[config.mk]
export PLATFORM = sky130hd
export DESIGN_NAME = pixel_beat_fifo
export DESIGN_NICKNAME = d
export VERILOG_FILES = /design/src/rtl/pixel_beat_fifo.sv
export SDC_FILE = /design/constraint.sdc
export NUM_CORES = 2
export LEC_CHECK = 0
export CAP_MARGIN = 20
export CORE_MARGIN = 2
export CORE_UTILIZATION = 38
export CTS_CLUSTER_DIAMETER = 100
export DETAILED_ROUTE_END_ITERATION = 16
export HOLD_SLACK_MARGIN = 0.15
export MAX_ROUTING_LAYER = met4
export PLACE_DENSITY = 0.65
export SETUP_SLACK_MARGIN = 0.4
export SLEW_MARGIN = 10
export SYNTH_ARGS = -nofsm -noshare
export SYNTH_HDL_FRONTEND = slang
export SYNTH_SLANG_ARGS = --single-unit
[constraint.sdc]
create_clock -name aclk -period 45.5 [get_ports aclk]
set_input_delay 9.1 -clock aclk [delete_from_list [all_inputs] [get_ports aclk]]
set_output_delay 9.1 -clock aclk [all_outputs]
set_load 0.02 [all_outputs]
[src/rtl/pixel_beat_fifo.sv]
`default_nettype none
// +--------------------------------------------------------------------------+
// | Module      : pixel_beat_fifo                                            |
// | Description : First-word-fall-through elastic buffer for 8-pixel RGB     |
// |               beats. Tags each stored beat with start-of-frame and       |
// |               end-of-line flags derived from a write-side raster counter,|
// |               and pulses frame_done when the last beat of a frame leaves.|
// | Ports       : aclk, areset         - clock, sync active-high reset       |
// |               frame_restart        - sync flush (same effect as reset)   |
// |               in_valid/in_ready    - write handshake, in_rgb payload     |
// |               out_valid/out_ready  - read handshake, head entry on       |
// |                                      out_rgb/out_sof/out_eol             |
// |               level                - occupancy 0..DEPTH                  |
// |               frame_done           - 1-cycle pulse after final pop       |
// | Revision    : 1.0 - initial release                                      |
// +--------------------------------------------------------------------------+
module pixel_beat_fifo #(
  parameter int X_SIZE       = 1024,
  parameter int Y_SIZE       = 576,
  parameter int PIX_PER_BEAT = 8,
  parameter int PIX_W        = 24,
  parameter int DEPTH        = 16
) (
  input  logic                            aclk,
  input  logic                            areset,
  input  logic                            frame_restart,
  input  logic                            in_valid,
  output logic                            in_ready,
  input  logic [PIX_PER_BEAT*PIX_W-1:0]   in_rgb,
  output logic                            out_valid,
  input  logic                            out_ready,
  output logic [PIX_PER_BEAT*PIX_W-1:0]   out_rgb,
  output logic                            out_sof,
  output logic                            out_eol,
  output logic [$clog2(DEPTH):0]          level,
  output logic                            frame_done
);

  localparam int DATA_W  = PIX_PER_BEAT * PIX_W;
  localparam int AW      = $clog2(DEPTH);
  localparam int LW      = AW + 1;
  // Entry layout: {last, eol, sof, rgb}
  localparam int ENTRY_W = DATA_W + 3;

  localparam logic [10:0]   WX_LAST    = 11'(X_SIZE - PIX_PER_BEAT);
  localparam logic [10:0]   WX_STEP    = 11'(PIX_PER_BEAT);
  localparam logic [9:0]    WY_LAST    = 10'(Y_SIZE - 1);
  localparam logic [LW-1:0] LEVEL_FULL = LW'(DEPTH);
  localparam logic [LW-1:0] LEVEL_ONE  = LW'(1);
  localparam logic [AW-1:0] PTR_ONE    = AW'(1);

  logic [ENTRY_W-1:0] mem [DEPTH];
  logic [AW-1:0]      wr_ptr;
  logic [AW-1:0]      rd_ptr;
  logic [10:0]        wx;
  logic [9:0]         wy;
  logic [ENTRY_W-1:0] head;

  logic flush;
  logic full;
  logic empty;
  logic push;
  logic pop;
  logic sof_tag;
  logic eol_tag;
  logic last_tag;

  assign flush    = areset | frame_restart;
  assign full     = (level == LEVEL_FULL);
  assign empty    = (level == '0);

  // in_ready deliberately ignores a same-cycle pop: no pass-through at full.
  assign in_ready = ~full & ~flush;
  // Derived from registered occupancy only, so no in_valid -> out_valid path.
  assign out_valid = ~empty;

  assign push = in_valid & in_ready;
  assign pop  = out_valid & out_ready;

  assign sof_tag  = (wx == '0) && (wy == '0);
  assign eol_tag  = (wx == WX_LAST);
  // Marks the final beat of the frame so frame_done needs no read-side counter.
  assign last_tag = eol_tag && (wy == WY_LAST);

  assign head     = mem[rd_ptr];
  assign out_rgb  = head[DATA_W-1:0];
  assign out_sof  = head[DATA_W];
  assign out_eol  = head[DATA_W+1];

  // Storage has no reset; stale entries are unreachable once level is 0.
  always_ff @(posedge aclk) begin
    if (push) begin
      mem[wr_ptr] <= {last_tag, eol_tag, sof_tag, in_rgb};
    end
  end

  always_ff @(posedge aclk) begin
    if (flush) begin
      wr_ptr <= '0;
      rd_ptr <= '0;
      level  <= '0;
    end else begin
      if (push) begin
        wr_ptr <= wr_ptr + PTR_ONE;
      end
      if (pop) begin
        rd_ptr <= rd_ptr + PTR_ONE;
      end
      case ({push, pop})
        2'b10:   level <= level + LEVEL_ONE;
        2'b01:   level <= level - LEVEL_ONE;
        default: level <= level;
      endcase
    end
  end

  // Write-side raster position, advanced once per accepted beat.
  always_ff @(posedge aclk) begin
    if (flush) begin
      wx <= '0;
      wy <= '0;
    end else if (push) begin
      if (eol_tag) begin
        wx <= '0;
        wy <= (wy == WY_LAST) ? '0 : wy + 10'd1;
      end else begin
        wx <= wx + WX_STEP;
      end
    end
  end

  always_ff @(posedge aclk) begin
    if (flush) begin
      frame_done <= 1'b0;
    end else begin
      frame_done <= pop & head[ENTRY_W-1];
    end
  end

endmodule
`default_nettype wire

Word-level counts from Yosys, hierarchy flattened
Memories as Yosys holds them, arrays and structs flattened. A register that Yosys moved wholly into a read port is not among the register bits.
Index checks and enable logic that the tools add are counted.
{"block": "op_classes", "n_addsub": 6, "n_mul": 0, "n_div": 0, "n_lt_le_gt_ge": 0, "eq_ne": 5, "n_shift": 0, "n_mux": 7, "bitwise_logic": 8, "reduce_logical": 7}
{"cell": "$add A11 B4 Y11 const B", "n": 1}
{"cell": "$eq A11 B10 Y1 const B", "n": 1}
{"cell": "$logic_not A11 Y1", "n": 1}
{"cell": "$mux W11", "n": 1}
{"cell": "$add A10 B1 Y10 const B", "n": 1}
{"cell": "$eq A10 B10 Y1 const B", "n": 1}
{"cell": "$logic_not A10 Y1", "n": 1}
{"cell": "$mux W10", "n": 1}
{"cell": "$pmux W5 S2", "n": 1}
{"cell": "$add A4 B1 Y4 const B", "n": 2}
{"cell": "$mux W4", "n": 2}
{"cell": "$add A5 B1 Y5 const B", "n": 1}
{"cell": "$eq A5 B5 Y1 const B", "n": 1}
{"cell": "$logic_not A5 Y1", "n": 1}
{"cell": "$sub A5 B1 Y5 const B", "n": 1}
{"cell": "$and A1 B1 Y1", "n": 4}
{"cell": "$not A1 Y1", "n": 3}
{"cell": "$eq A2 B1 Y1 const B", "n": 1}
{"cell": "$eq A2 B2 Y1 const B", "n": 1}
{"cell": "$logic_and A1 B1 Y1", "n": 2}
{"cell": "$mux W1", "n": 2}
{"cell": "$reduce_and A2 Y1", "n": 1}
{"cell": "$reduce_bool A2 Y1", "n": 1}
{"cell": "$or A1 B1 Y1", "n": 1}
{"block": "totals", "reg_bits": 35, "latchBits": 0, "ramBits": 3120, "romBits": 0, "input_bits": 197, "wordCells": 40, "mem_count": 1}
{"memory": "mem", "depth": 16, "word_bits": 195, "rd": 1, "rd_clocked_by_memory_dff": 1, "wr": 1, "line_no": "52", "rtl": "logic [ENTRY_W-1:0] mem [DEPTH];"}

Longest topological paths before layout
{"block": "depth", "ltp_word": 6, "mapped_depth": 12}

Least setup slack after synthesis
Ideal clock, no wire load.
{"block": "synth_path", "path_kind": "input to register", "start": "in frame_restart", "end": "mem mem[0][0] in the netlist's numbering (enable)", "setup_time_ns": 0.989, "arrival_time_ns": 23.296, "t_required_ns": 44.511, "slack_ns": 21.216, "cell_stages": 5, "path_cell_list": "or3b_1 > a21oi_2 > clkbuf_1 > nand2_1 > nor3_1"}
{"block": "synth_via", "elab_chain_cells": 6}
{"element": "start, declared", "line_no": "26", "rtl": "input logic frame_restart,"}
{"element": "$or A1 B1 Y1", "line_no": "68", "rtl": "assign flush = areset | frame_restart;"}
{"element": "$not A1 Y1", "line_no": "73", "rtl": "assign in_ready = ~full & ~flush;"}
{"element": "$and A1 B1 Y1", "line_no": "73"}
{"element": "$and A1 B1 Y1", "line_no": "77", "rtl": "assign push = in_valid & in_ready;"}
{"element": "$mux W1", "line_no": "92", "rtl": "if (push) begin"}
{"element": "$mux W1 (implied by the code)", "line_no": "93", "rtl": "mem[wr_ptr] <= {last_tag, eol_tag, sof_tag, in_rgb};"}
{"element": "end, declared", "line_no": "52"}
No other way between the ends.

Worst setup path after layout
{"block": "layout_path", "start": "in frame_restart", "end": "out in_ready"}
{"block": "layout_via", "elab_chain_cells": 3}
{"element": "$or A1 B1 Y1", "line_no": "68"}
{"element": "$not A1 Y1", "line_no": "73"}
{"element": "$and A1 B1 Y1", "line_no": "73"}
{"element": "end, declared", "line_no": "28", "rtl": "output logic in_ready,"}
No other way between the ends.

==> results.json <==
{
  "antenna_left": 0,
  "wire_per_inst_um": 27.7,
  "yosys_register_bits": 3156,
  "fin_worst_hold_slack_ns": 0.511,
  "max_vdd_drop_mv": 0.0334,
  "crit_path_end_kind": "primary output",
  "post-place-cells": 9189,
  "cts_made_buffers": 327,
  "power.density_cell_area_mw_per_mm2": 42.6,
  "crit_path_start": "frame_restart",
  "layout.cells.most_common": "sky130_fd_sc_hd__edfxtp_1",
  "clkLatencyLatePin_ns": 0.91,
  "crit_path_max_incr_delay_ns": 0.80,
  "sequential_cell_area_in_the_final_layout_mm2": 0.0944,
  "grt_max_degree": 139,
  "globalRouteTotalUtil": 0.174,
  "maxCapViolCount": 0,
  "path_clk_slew_ns": 0.06,
  "area_delta_synth_final_pct": 16.6,
  "run_status": "finished, final reports clean",
  "ys_async_sr_fraction": 0,
  "setup_total_neg_slack_ns": 0,
  "synth_largest_type_area_fraction": 0.785,
  "final_cell_mix": "sky130_fd_sc_hd__edfxtp_1 (3120), sky130_fd_sc_hd__mux4_2 (900), sky130_fd_sc_hd__clkdlybuf4s50_1 (398)",
  "hold_viol_final": 0,
  "reg2reg_depth": 8,
  "cts_resized": 0,
  "postSynth.topFlopCell": "sky130_fd_sc_hd__edfxtp_1",
  "arrival_ns": 11.79,
  "clock_skew_ns": 0.0583,
  "mean_syn_cell_area_um2": 24.8,
  "synthesis.instances": 4811,
  "post-cts-setup-buffer-count": 0,
  "worstHoldPathType": "reg2reg",
  "core-area_mm2": 0.312,
  "detail_route.vias_per_cell": 5.45,
  "max_slew.worst_pin.slew_ns": 1.11,
  "htree_levels": 5,
  "timing.reg2reg.setup_slack_ns": 39.93,
  "postLayoutCoreUtil": 0.446,
  "worstPathCellList": "clkdlybuf4s50_1, or2_2, a21oi_1, clkdlybuf4s50_1",
  "worstPathRequired_ns": 36.40,
  "tritoncts_clock_tree": "done",
  "first_pass_grt_wire_length_um": 392000,
  "syn_area_mm2": 0.119,
  "fin_nets": 5588,
  "layout_worst_path_cycle_share": 0.459,
  "worst_path_max_delay_cell": "sky130_fd_sc_hd__clkdlybuf4s50_1",
  "routabilityCongestion": 0.758,
  "detail_route.iter0.violations": 5802,
  "drcViolationCount": 0,
  "core.rowCount": 205,
  "hold-path-cell-count": 2,
  "synth.largest_area_cell": "sky130_fd_sc_hd__edfxtp_1",
  "setup_viol_count_final": 0,
  "num_vias": 53600,
  "initial_cell_density_of_the_core": 0.382,
  "synth_edf_count": 3120,
  "number_of_detailed_routing_iterations_run_before_antenna_repair": 5,
  "die_area_mm2": 0.318,
  "place_area_mm2": 0.128,
  "ctsHoldBuffers": 0,
  "synth_nets": 5019,
  "synth_seq_area_share": 0.792,
  "clock_tree.buffer_depth": 4,
  "min-delay-start": "wx[8]$_SDFFE_PP0P_",
  "area_of_the_multi_input_gates_mm2": 0.0238,
  "synth.lib_cells_used.distinct": 54,
  "design_area_mm2": 0.139,
  "period_needed_ns": 20.89,
  "fill_cells": 25600,
  "globalRoute.totalOverflow": 0,
  "max_freq_mhz": 47.9,
  "yosysWarningCount": 0,
  "layout-drive-gt1-share": 0.262,
  "place.port_buffers": 398,
  "worst_path_dominant_cell_family": "buffers and inverters",
  "die-width_um": 564,
  "first_global_vias": 55700,
  "maxSlewViolCount": 0,
  "critical_path_cell_count": 4,
  "antenna_found_initial": 54,
  "routed_wl_um": 272000,
  "synth_top_cells_by_area": "sky130_fd_sc_hd__edfxtp_1 (79%), sky130_fd_sc_hd__mux4_2 (17%), sky130_fd_sc_hd__mux2i_1 (0.68%), sky130_fd_sc_hd__dfxtp_1 (0.60%), sky130_fd_sc_hd__a211oi_1 (0.49%)",
  "path_buf_inv": 2,
  "static-leakage-power_uw": 0.0410,
  "crit_path_start_kind": "input pin",
  "rr_startpoint": "level[1]$_SDFFE_PP0P_",
  "clock-root-buffer": "sky130_fd_sc_hd__clkbuf_16",
  "crit_path_max_fanout": 22,
  "place.detailed.hpwl_um": 133000,
  "die_y_um": 564,
  "finalNonFillerCells": 9827,
  "io-pin-count": 399,
  "rsz0062_at_grt": "no",
  "slew_headroom": 0.262,
  "cts.sinks": 3156,
  "crit_type": "in2out",
  "critical-path-top-cell-by-count": "sky130_fd_sc_hd__clkdlybuf4s50_1"
}
## stage by stage
step	total power [µW]	setup slack [ns]
finish	5920	24.61
CTS	5980	24.56
detailed placement	3380	24.57
global route	6100	24.61
global placement	3370	24.48
floorplan	3310	21.22
## worst paths after layout
check	to
setup / recovery	in_ready
setup reg to reg	mem[3][133]$_DFFE_PP_
hold / removal	wx[8]$_SDFFE_PP0P_
hold reg to reg	wx[8]$_SDFFE_PP0P_
## where the power goes
group          switching (µW)  leakage [µW]  internal, µW
clock                    1120       0.00512          1490
combinational            69.0       0.00757          43.9
sequential               1.94        0.0283          3200
## sequential cells by signal (all words and copies together), names as in the netlist, named ones only
register and flops:
rd_ptr 4, level 5, frame_done 1, wy 10
wx 8, wr_ptr 4, mem 3120
## cell usage after synthesis, types with 3 or more instances
library cell                  n
sky130_fd_sc_hd__o21ai_0      9
sky130_fd_sc_hd__buf_2       98
sky130_fd_sc_hd__edfxtp_1  3120
sky130_fd_sc_hd__xor2_1       8
sky130_fd_sc_hd__mux4_2     900
sky130_fd_sc_hd__nor2b_1     76
sky130_fd_sc_hd__dfxtp_1     36
sky130_fd_sc_hd__and3_1       4
sky130_fd_sc_hd__a21oi_1     86
sky130_fd_sc_hd__inv_1        6
sky130_fd_sc_hd__clkbuf_1   123
sky130_fd_sc_hd__nand2b_1     4
sky130_fd_sc_hd__a31oi_1      3
sky130_fd_sc_hd__nor2_1      32
sky130_fd_sc_hd__nand4_1      5
sky130_fd_sc_hd__buf_6       12
sky130_fd_sc_hd__nand2_1     25
sky130_fd_sc_hd__nor3_1       8
sky130_fd_sc_hd__or4_1        4
sky130_fd_sc_hd__a211oi_1    78
sky130_fd_sc_hd__xnor2_1      5
sky130_fd_sc_hd__ha_1        11
sky130_fd_sc_hd__o211ai_1     7
sky130_fd_sc_hd__buf_1       20
sky130_fd_sc_hd__nand3_1      9
sky130_fd_sc_hd__or3_1        4
sky130_fd_sc_hd__mux2i_1     81
## cells by family after synthesis
family                     Yosys count  share of synthesized area
and+or+nand+nor                    190                    0.00895
AOI/OAI and AO/OA                  197                     0.0106
muxes                              981                      0.177
adders and majority gates           11                    0.00115
buffers and inverters              263                     0.0101
DFF                               3156                      0.792
xor gates and xnor gates            13                   0.000955
## layer usage
layer  vias to the layer above  GRT usage  routed length, µm  share of wire
met1                     29400      0.233             113000           0.42
met3                       363     0.0420              21400          0.079
met2                      1808      0.269             131000           0.48
met5                         -          -                  0              0
met4                         0     0.0440               6240          0.023
li1                      22100          -                  -              -
## worst reg2reg max path: cells and delay by family, from the launching register on
kind | cells | cell delay [ns]
flops | 1 | 0.53
buf+inv | 4 | 3.26
simple gates | 3 | 0.76
compound gates | 1 | 0.60
## layout make-up
type | instances | share of cell area
inverters | 8 | 0.000216
multi-input cells | 1392 | 0.171
clock inverters | 192 | 0.0147
diodes | 44 | 0.000792
clock buffers | 400 | 0.0611
well taps | 4140 | 0.0372
repair buffers | 495 | 0.0362
flip-flops and latches | 3156 | 0.679
No activity file was read; power rests on OpenSTA's default activity.
